$ cat src/rtl/sprite_update_scheduler.sv
// sprite_update_scheduler
//   Frame-synchronous scheduler for the sprite position registers that feed the
//   VGA renderer's box-compare colour mux. Game logic fills shadow slots through
//   a valid/ready port. A requested commit is held until the next vertical sync,
//   so the renderer never sees a half-updated frame.
//
// Ports
//   iVGA_CLK, iRST_n       pixel clock, asynchronous active-low reset
//   iVS                    active-low vsync, same clock domain
//   wr_valid/wr_ready      shadow write handshake (wr_slot, wr_x, wr_y, wr_vis)
//   commit_req             request a shadow->active copy at the next vsync
//   commit_pend            commit armed or in progress
//   commit_done            one-cycle pulse while the copy happens
//   vblank_start           one-cycle registered pulse on the iVS falling edge
//   frame_cnt              16-bit vsync counter, wraps
//   act_x/act_y/act_vis    active sprite registers, slot i at [i*W +: W]
//
// Build option
//   SPRITE_AUTO_COMMIT_EN  commit automatically at vsync when any slot was
//                          written since the last commit.
module sprite_update_scheduler #(
  parameter int NUM_SPRITES = 4,
  parameter int SLOT_W      = 2,
  parameter int X_W         = 10,
  parameter int Y_W         = 9
) (
  input  logic                       iVGA_CLK,
  input  logic                       iRST_n,
  input  logic                       iVS,
  input  logic                       wr_valid,
  output logic                       wr_ready,
  input  logic [SLOT_W-1:0]          wr_slot,
  input  logic [X_W-1:0]             wr_x,
  input  logic [Y_W-1:0]             wr_y,
  input  logic                       wr_vis,
  input  logic                       commit_req,
  output logic                       commit_pend,
  output logic                       commit_done,
  output logic                       vblank_start,
  output logic [15:0]                frame_cnt,
  output logic [NUM_SPRITES*X_W-1:0] act_x,
  output logic [NUM_SPRITES*Y_W-1:0] act_y,
  output logic [NUM_SPRITES-1:0]     act_vis
);

  typedef enum logic [1:0] {
    OPEN   = 2'd0,
    ARMED  = 2'd1,
    COMMIT = 2'd2
  } state_t;

  state_t                     state_q, state_d;
  logic                       vs_d_q;
  logic                       vblank_start_q, vblank_start_d;
  logic [15:0]                frame_cnt_q, frame_cnt_d;
  logic                       wr_ready_q, commit_pend_q, commit_done_q;
  logic [X_W-1:0]             sh_x_q   [NUM_SPRITES];
  logic [X_W-1:0]             sh_x_d   [NUM_SPRITES];
  logic [Y_W-1:0]             sh_y_q   [NUM_SPRITES];
  logic [Y_W-1:0]             sh_y_d   [NUM_SPRITES];
  logic [NUM_SPRITES-1:0]     sh_vis_q, sh_vis_d;
  logic [NUM_SPRITES*X_W-1:0] act_x_q, act_x_d;
  logic [NUM_SPRITES*Y_W-1:0] act_y_q, act_y_d;
  logic [NUM_SPRITES-1:0]     act_vis_q, act_vis_d;
  logic                       wr_fire;
`ifdef SPRITE_AUTO_COMMIT_EN
  logic                       dirty_q, dirty_d;
`endif

  // wr_ready_q always mirrors (state_q == OPEN), so it gates the handshake.
  assign wr_fire = wr_valid & wr_ready_q;

  always_comb begin
    state_d        = state_q;
    vblank_start_d = vs_d_q & ~iVS;
    frame_cnt_d    = frame_cnt_q + 16'(vblank_start_q);
    sh_x_d         = sh_x_q;
    sh_y_d         = sh_y_q;
    sh_vis_d       = sh_vis_q;
    act_x_d        = act_x_q;
    act_y_d        = act_y_q;
    act_vis_d      = act_vis_q;
`ifdef SPRITE_AUTO_COMMIT_EN
    dirty_d        = dirty_q | wr_fire;
`endif

    // Slot decode by compare: an index outside the slot range matches nothing,
    // so the handshake completes and the data is dropped.
    for (int unsigned i = 0; i < NUM_SPRITES; i++) begin
      if (wr_fire && (wr_slot == SLOT_W'(i))) begin
        sh_x_d[i]   = wr_x;
        sh_y_d[i]   = wr_y;
        sh_vis_d[i] = wr_vis;
      end
    end

    unique case (state_q)
      OPEN: begin
`ifdef SPRITE_AUTO_COMMIT_EN
        if (dirty_q && vblank_start_q) state_d = COMMIT;
        else if (commit_req)           state_d = ARMED;
`else
        if (commit_req) state_d = ARMED;
`endif
      end
      ARMED: begin
        if (vblank_start_q) state_d = COMMIT;
      end
      COMMIT: begin
        for (int unsigned i = 0; i < NUM_SPRITES; i++) begin
          act_x_d[i*X_W +: X_W] = sh_x_q[i];
          act_y_d[i*Y_W +: Y_W] = sh_y_q[i];
          act_vis_d[i]          = sh_vis_q[i];
        end
`ifdef SPRITE_AUTO_COMMIT_EN
        dirty_d = 1'b0;
`endif
        state_d = OPEN;
      end
      default: state_d = OPEN;
    endcase
  end

  always_ff @(posedge iVGA_CLK or negedge iRST_n) begin
    if (!iRST_n) begin
      state_q        <= OPEN;
      vs_d_q         <= 1'b1;
      vblank_start_q <= 1'b0;
      frame_cnt_q    <= '0;
      wr_ready_q     <= 1'b1;
      commit_pend_q  <= 1'b0;
      commit_done_q  <= 1'b0;
      sh_x_q         <= '{default: '0};
      sh_y_q         <= '{default: '0};
      sh_vis_q       <= '0;
      act_x_q        <= '0;
      act_y_q        <= '0;
      act_vis_q      <= '0;
`ifdef SPRITE_AUTO_COMMIT_EN
      dirty_q        <= 1'b0;
`endif
    end else begin
      state_q        <= state_d;
      vs_d_q         <= iVS;
      vblank_start_q <= vblank_start_d;
      frame_cnt_q    <= frame_cnt_d;
      // Status outputs registered from the next state so they track state_q.
      wr_ready_q     <= (state_d == OPEN);
      commit_pend_q  <= (state_d != OPEN);
      commit_done_q  <= (state_d == COMMIT);
      sh_x_q         <= sh_x_d;
      sh_y_q         <= sh_y_d;
      sh_vis_q       <= sh_vis_d;
      act_x_q        <= act_x_d;
      act_y_q        <= act_y_d;
      act_vis_q      <= act_vis_d;
`ifdef SPRITE_AUTO_COMMIT_EN
      dirty_q        <= dirty_d;
`endif
    end
  end

  assign wr_ready     = wr_ready_q;
  assign commit_pend  = commit_pend_q;
  assign commit_done  = commit_done_q;
  assign vblank_start = vblank_start_q;
  assign frame_cnt    = frame_cnt_q;
  assign act_x        = act_x_q;
  assign act_y        = act_y_q;
  assign act_vis      = act_vis_q;

endmodule

$ cat config.mk
export PLATFORM = sky130hd
export DESIGN_NAME = sprite_update_scheduler
export DESIGN_NICKNAME = d
export VERILOG_FILES = /design/src/rtl/sprite_update_scheduler.sv
export SDC_FILE = /design/constraint.sdc
export NUM_CORES = 1
export LEC_CHECK = 0
export BUFFER_PORTS_ARGS = -buffer_cell sky130_fd_sc_hd__buf_2
export CAP_MARGIN = 10
export CORE_MARGIN = 5
export CORE_UTILIZATION = 55
export CTS_CLUSTER_DIAMETER = 200
export DETAILED_ROUTE_END_ITERATION = 6
export PLACE_DENSITY = 0.79
export SETUP_SLACK_MARGIN = 0.1
export SYNTH_ARGS = -nofsm -noshare
export SYNTH_HDL_FRONTEND = slang
export SYNTH_SLANG_ARGS = --single-unit
$ cat constraint.sdc
create_clock -name iVGA_CLK -period 3.1 [get_ports iVGA_CLK]
set_input_delay 0.62 -clock iVGA_CLK [delete_from_list [all_inputs] [get_ports iVGA_CLK]]
set_output_delay 0.62 -clock iVGA_CLK [all_outputs]
set_load 0.005 [all_outputs]
## Word level (Yosys, flattened, before mapping)

Cells that the tools add are included.

| storage, ports and cells | value |
|---|---|
| output and inout port bits | 100 |
| register bits after elaboration | 183 |
| input port bits | 27 |

| cells by class | value |
|---|---|
| bitwise operators | 3 |
| add/sub/neg operators | 1 |
| equality and inequality tests | 6 |
| reduce and logical (&&, ||, !) cells | 8 |
| mux-type cells | 3 |

Operators by type and width:

| operator | count |
|---|---|
| adder 16 x 1 -> 16 bit | 1 |
| == test 2 bit (second input constant) | 4 |
| zero test 2 bit | 3 |
| == test 2 x 1 -> 1 bit (second input constant) | 2 |
| logical AND 1 bit | 4 |
| 2-to-1 mux 2 bit | 2 |
| case mux 2 bit (2 select lines) | 1 |
| AND 1 bit | 2 |
| nonzero test 2 bit | 1 |
| inverter 1 bit | 1 |

## Longest topological paths before layout

Gate-level depths: netlist of run 1.

| depth | value |
|---|---|
| depth in word-level cells | 3 |
| gate-level depth with buffers | 5 |

## Worst setup path before layout of run 1

No wires, ideal clock.

| path | value |
|---|---|
| kind | input-to-reg |
| start point | in wr_slot[1] |
| end point | reg sh_vis_q[0] |
| path buffers | 1 |
| setup slack | 1.595 ns |
| arrival time | 1.380 ns |
| stages on the path | 3 |
| library setup time | 0.125 ns |
| path through | nor3_1 -> buf_2 -> mux2_2 |

| on the way | value |
|---|---|
| longest elaborated chain between the ends | 2 |

RTL lines:

| what | line | text |
|---|---|---|
| start, declared | 32 | `input logic [SLOT_W-1:0] wr_slot,` |
| zero test 2 bit | 90 | `if (wr_fire && (wr_slot == SLOT_W'(i))) begin` |
| logical AND 1 bit | 90 |  |
| end signal, assigned | 153 | `sh_vis_q <= sh_vis_d;` |
| end, declared | 61 | `logic [NUM_SPRITES-1:0] sh_vis_q, sh_vis_d;` |

Every way passes these cells.
A chain may end at the register's enable or synchronous reset.

## Final worst setup path of run 1

| path | value |
|---|---|
| start point | reg wr_ready_q, in the netlist wr_ready |
| end point | out wr_ready |

RTL lines:

| what | line | text |
|---|---|---|
| start, declared | 56 | `logic wr_ready_q, commit_pend_q, commit_done_q;` |
| start signal, assigned | 148 | `wr_ready_q <= (state_d == OPEN);` |
| end, declared | 31 | `output logic wr_ready,` |

No word-level cell between the ends.

==> results.json, run 1 <==
{
  "status": "finished, final reports clean",
  "cts_tree": "done",
  "powerDensity_nw_per_um2": 934,
  "cp-start-kind": "flop",
  "final_cells": 734,
  "cts_buffer_depth": 2,
  "grt_pass1_vias": 4035,
  "syn_inst": 418,
  "drt-met1-wl_um": 5670,
  "seqCellArea_um2": 4580,
  "die-width_um": 122,
  "path_buf_inv": 1,
  "drcViolationCount": 0,
  "required_ns": 2.48,
  "core_area_um2": 12100,
  "syn-num-nets": 448,
  "ys_ff_latch": 183,
  "slew_violations": 0,
  "r2r_slack_ns": 1.52,
  "cp_num_cells": 1,
  "grt_setup_unrepaired": "no",
  "num_vias": 3828,
  "critPathTopFamily": "flip-flops",
  "max_freq_mhz": 576,
  "area_growth_pct": 22.1,
  "fin_tns_setup_ns": 0,
  "cts_resized": 0,
  "path_max_fanout": 5,
  "path_class": "flop to primary output",
  "synth_simple_gate_area_frac": 0.0301,
  "end_kind": "primary output",
  "met2WireLength_um": 6520,
  "finalPower_uw": 7820,
  "ys_seq_area_frac": 0.669,
  "clock_skew_ns": 0.00669,
  "arrival_ns": 1.12,
  "cpMaxStageDelayCell": "dfstp_2",
  "synth-xor-area-share": 0.0179,
  "tightest_slew_ns": 0.816,
  "multi_input_area_um2": 2190,
  "rr_endpoint": "frame_cnt[14]$_DFF_PN0_",
  "grt_pass1_wl_um": 21800,
  "via_per_inst": 5.22,
  "fp.dieArea_um2": 14800,
  "wl_per_cell_um": 17.7,
  "clk_latency_ns": 0.42,
  "cts-root-buf": "clkbuf_16",
  "rows": 40,
  "cp-startpoint": "wr_ready$_DFF_PN1_",
  "dr_wl_met3_um": 639,
  "die_h_um": 122,
  "hold_class": "primary input to asynchronous set/reset pin",
  "gr-total-overflow": 0,
  "cts_max_level": 4,
  "ys_types": 20,
  "synth-compound-area-share": 0.000730,
  "final_layout_size_suffix_gt1_frac": 0.580,
  "io_buffers": 126,
  "ant_nets": 0,
  "avgSynthCellArea_um2": 16.4,
  "dpl.hpwl_um": 8460,
  "ir_drop_v": 0.000471,
  "yosysTopAreaCell": "dfrtp_1",
  "synthAdderAreaFrac": 0.00548,
  "worstPathCellList": "buf_2",
  "r2r-start": "vblank_start$_DFF_PN0_",
  "topRoutingLayerUsed": "met4",
  "cts_made_buffers": 17,
  "cts_sinks": 183,
  "drt_iter0_drc": 221,
  "start_util": 0.566,
  "cts_setup_buffers": 0,
  "grt_max_degree": 89,
  "drt-pass1-iter-count": 4,
  "worstRegToRegCells": 5,
  "ys_warn_count": 0,
  "cellLeakagePower_uw": 0.00413,
  "path_clk_slew_ns": 0.06,
  "ctsHoldBuffers": 0,
  "setup_violations": 0,
  "antenna_found_initial": 0,
  "synthMuxAreaShare": 0.263,
  "max-cap-violations": 0,
  "num-nets-final": 583,
  "synth_top_family_by_area": "multiplexers",
  "max_slew_margin": 0.456,
  "dp.cells": 702,
  "fill_cells": 839,
  "fin_crit_ns": 1.74,
  "place_congestion": 0.757,
  "n_antenna_cell": 0,
  "routed_wl_um": 13000,
  "syn_area_um2": 6850,
  "grt_use_total": 0.192,
  "synth_top_area_frac": 0.661,
  "ios": 127,
  "report.final.hold_viol_count": 0,
  "fin_crit_sh": 0.560,
  "max_stage_delay_ns": 0.57,
  "synthTopCellsByArea": "dfrtp_1 (66%), mux2_2 (26%), xor2_1 (1.3%), buf_2 (1.2%), dfstp_2 (0.77%)"
}
[sequential cells by signal, summed over array words and instances (netlist names)]
register	flops
act_x	40
sh_x_q	40
act_y	36
sh_y_q	36
frame_cnt	16
act_vis	4
sh_vis_q	4
state_q	2
commit_done	1
commit_pend	1
vblank_start	1
vs_d_q	1
wr_ready	1
[metrics by stage]
| step | worst slack (ns) | utilization | area (um2) | hold WS [ns] |
|---|---|---|---|---|
| 5_1_grt | 1.31 | 0.691 | 8360 | 0.284 |
| 4_1_cts | 1.34 | 0.691 | 8360 | 0.282 |
| 6_report | 1.36 | 0.691 | 8360 | 0.286 |
| 3_3_place_gp | 1.36 | 0.637 | 7720 | 0.453 |
| 3_5_place_dp | 1.35 | 0.637 | 7720 | 0.456 |
| 2_1_floorplan | 1.60 | - | 6850 | 0.324 |
[per-layer routing]
metal	up-vias	track usage
met3	12	0.0515
met4	0	0.0714
met1	1989	0.261
met2	85	0.299
li1	1742	-
met5	-	0
[where the power goes]
| group | internal (uW) | switching [uW] |
|---|---|---|
| logic | 1050 | 616 |
| clock network | 1490 | 840 |
| registers | 3320 | 504 |
| total | 5860 | 1960 |
[cells in the final DEF (no fill, tap or decap), drive strengths merged]
cell type	instances
dfrtp	181
mux2	160
buf	133
clkbuf	23
xor2	10
nand2	7
nor2	6
nand3	5
bufinv	5
nand4	5
nor3	5
nor4	4
xnor2	4
clkinv	4
inv	3
ha	3
nand4b	2
dfstp	2
or2	1
a21oi	1
nor2b	1
nand2b	1
[logic make-up after synthesis]
logic type	after synthesis
compound gates	1
xor+xnor	14
fa+ha+maj	3
buf+inv	20
flops	183
mux	160
simple gates	37
[synthesized netlist by cell type]
cell type	count
xnor2_1	4
or2_2	1
nor3_1	5
a21oi_1	1
inv_1	3
ha_1	3
nand2_1	7
dfstp_2	2
nor2_1	6
nor2b_1	1
nand3_1	5
nand4_1	4
nor4_1	4
dfrtp_1	181
nand2b_1	1
xor2_1	10
buf_2	17
nand4_4	1
nand4b_1	2
mux2_2	160
[worst max-delay path by stage]
stage / endpoint / slack [ns]
6_report: wr_ready / 1.36
5_1_grt: wr_ready / 1.31
4_1_cts: wr_ready / 1.34
3_5_place_dp: sh_x_q[33]$_DFFE_PN0P_ / 1.35
3_3_place_gp: sh_x_q[38]$_DFFE_PN0P_ / 1.36
2_1_floorplan: sh_vis_q[0]$_DFFE_PN0P_ / 1.60
[layout make-up]
cell class,count,share of cell area
tap,168,0.0251
inverter,3,0.00135
multi-input combinational,215,0.261
clock inverter,9,0.0203
clock buffer,23,0.0571
timing repair buffer,133,0.0869
sequential,183,0.548
Note: power is estimated with default switching activity, not from simulation.
==> run 2: changes to the inputs <==
- CORE_UTILIZATION: 55 -> 50
- PLACE_DENSITY: 0.79 -> 0.76
- clock period: 3.1 -> 1.5 ns (I/O delays scaled with it)
==> results.json, run 2 (synthesized netlist as in run 1, its figures left out) <==
{
  "fin_crit_sh": 1.00,
  "n_antenna_cell": 0,
  "clock_skew_ns": 0.00959,
  "ir_drop_v": 0.000777,
  "grt_max_degree": 43,
  "area_growth_pct": 28.2,
  "clk_latency_ns": 0.43,
  "final_cell_mix": "dfrtp_1 (178), mux2_2 (132), buf_2 (124)",
  "path_class": "flop to flop",
  "worstPathCellList": "ha_4 > ha_4 > nand4_1 > buf_4 > nor3_2 > xor2_1",
  "required_ns": 1.84,
  "grt_setup_unrepaired": "yes",
  "cp-start-kind": "flop",
  "wl_per_cell_um": 18.9,
  "max_freq_mhz": 666,
  "worst_slack_ns": -0.00196,
  "cts-root-buf": "clkbuf_16",
  "hold_class": "primary input to flop",
  "grt_pass1_wl_um": 23000,
  "die_h_um": 127,
  "cts_buffer_depth": 2,
  "core_area_um2": 13300,
  "timing.critical_path.mode_cell": "ha_4",
  "rows": 42,
  "utilization": 0.658,
  "max-cap-violations": 0,
  "path_clk_slew_ns": 0.07,
  "drt_iter0_drc": 186,
  "cts_tree": "done",
  "seqCellArea_um2": 4590,
  "num_vias": 4009,
  "io_buffers": 126,
  "cts_made_buffers": 17,
  "fin_crit_ns": 1.50,
  "routed_wl_um": 14500,
  "start_util": 0.513,
  "num-nets-final": 608,
  "mostFrequentLayoutCell": "dfrtp_1",
  "gr-total-overflow": 0,
  "max_stage_delay_ns": 0.43,
  "violations": "negative setup slack",
  "powerDensity_nw_per_um2": 1830,
  "final_layout_size_suffix_gt1_frac": 0.620,
  "slew_violations": 0,
  "grt_pass1_vias": 4416,
  "fill_cells": 941,
  "multi_input_area_um2": 2370,
  "fp.dieArea_um2": 16100,
  "cellLeakagePower_uw": 0.00435,
  "ant_nets": 0,
  "path_max_fanout": 3,
  "setup_violations": 1,
  "antenna_found_initial": 0,
  "cts_max_level": 4,
  "ios": 127,
  "end_kind": "flop",
  "arrival_ns": 1.85,
  "cts_sinks": 183,
  "place_congestion": 0.814,
  "status": "complete, but fails checks",
  "place_ws_ns": 0.00269,
  "max_slew_margin": 0.746,
  "drcViolationCount": 0,
  "fin_tns_setup_ns": -0.00196,
  "drt-pass1-iter-count": 4,
  "cpMaxStageDelayCell": "dfrtp_1",
  "tightest_slew_ns": 0.381,
  "via_per_inst": 5.23,
  "dpl.hpwl_um": 9270,
  "grt_use_total": 0.183,
  "die-width_um": 127,
  "report.final.hold_viol_count": 0
}
[run 2: cell types whose count changed in the layout (fill, tap and decap cells not counted), sizes merged]
cell,before,now
clkinvlp,0,4
buf,133,156
clkbuf,23,21
bufinv,5,1
inv,3,5
dlygate4sd3,0,2
clkinv,4,3
[run 2: repair_timing]
item / CTS / global route
gates resized for setup: 15 / 54
hold buffers: 2 / 0
endpoints found under the hold margin: 31 / 0
gates cloned: 1 / 2
buffers inserted: 2 / 8
endpoints found under the setup margin: 28 / 92
pin swaps: 0 / 4
[run 2: final cells by class]
type | instances | share of cell area
timing repair buffer | 158 | 0.118
tap | 176 | 0.0251
multi-input combinational | 215 | 0.269
clock inverter | 10 | 0.0110
inverter | 3 | 0.00128
sequential | 183 | 0.522
clock buffer | 21 | 0.0536
[run 2: layer usage]
metal  track usage  vias up  part of all wire
met5             0        -                 0
met4        0.0801        0             0.019
met3        0.0568       19             0.048
met2         0.298       98              0.50
met1         0.227     2110              0.43
li1              -     1782                 -
[run 2: power breakdown]
group	leakage [uW]	switching (uW)	internal, uW
clock	0.000268	1820	2410
sequential	0.00227	1120	6860
combinational	0.00181	1380	2440
total	0.00435	4310	11700
[run 2: path summary, 6_finish.rpt]
path | cells after the start | to | slack (ns) | startpoint
max reg2reg | 6 | frame_cnt[10]$_DFF_PN0_ | -0.002 | frame_cnt[0]$_DFF_PN0_
min in group asynchronous | 2 | vblank_start$_DFF_PN0_ | 0.34 | iRST_n
min reg2reg | 1 | frame_cnt[15]$_DFF_PN0_ | 0.47 | frame_cnt[15]$_DFF_PN0_
max | 6 | frame_cnt[10]$_DFF_PN0_ | -0.002 | frame_cnt[0]$_DFF_PN0_
min | 2 | sh_vis_q[1]$_DFFE_PN0P_ | 0.15 | wr_vis
max in group asynchronous | 3 | act_y[30]$_DFFE_PN0N_ | 0.52 | iRST_n
[run 2: per-stage QoR]
step | hold WS [ns] | area [um2] | power [uW] | cells
6_report | 0.154 | 8780 | 16000 | 766
4_1_cts | 0.137 | 8510 | 15900 | 756
2_1_floorplan | 0.00441 | 6850 | 9640 | 418
3_5_place_dp | 0.232 | 7840 | 11600 | 720
3_3_place_gp | 0.230 | 7840 | 11300 | 720
5_1_grt | 0.141 | 8780 | 17000 | 766
[run 2: worst max-delay path, delay by kind of cell, from the launching register on]
kind | cells | cell delay [ns]
buf+inv | 1 | 0.19
xor+xnor | 1 | 0.18
simple gates | 2 | 0.29
flops | 1 | 0.43
fa+ha+maj | 2 | 0.32
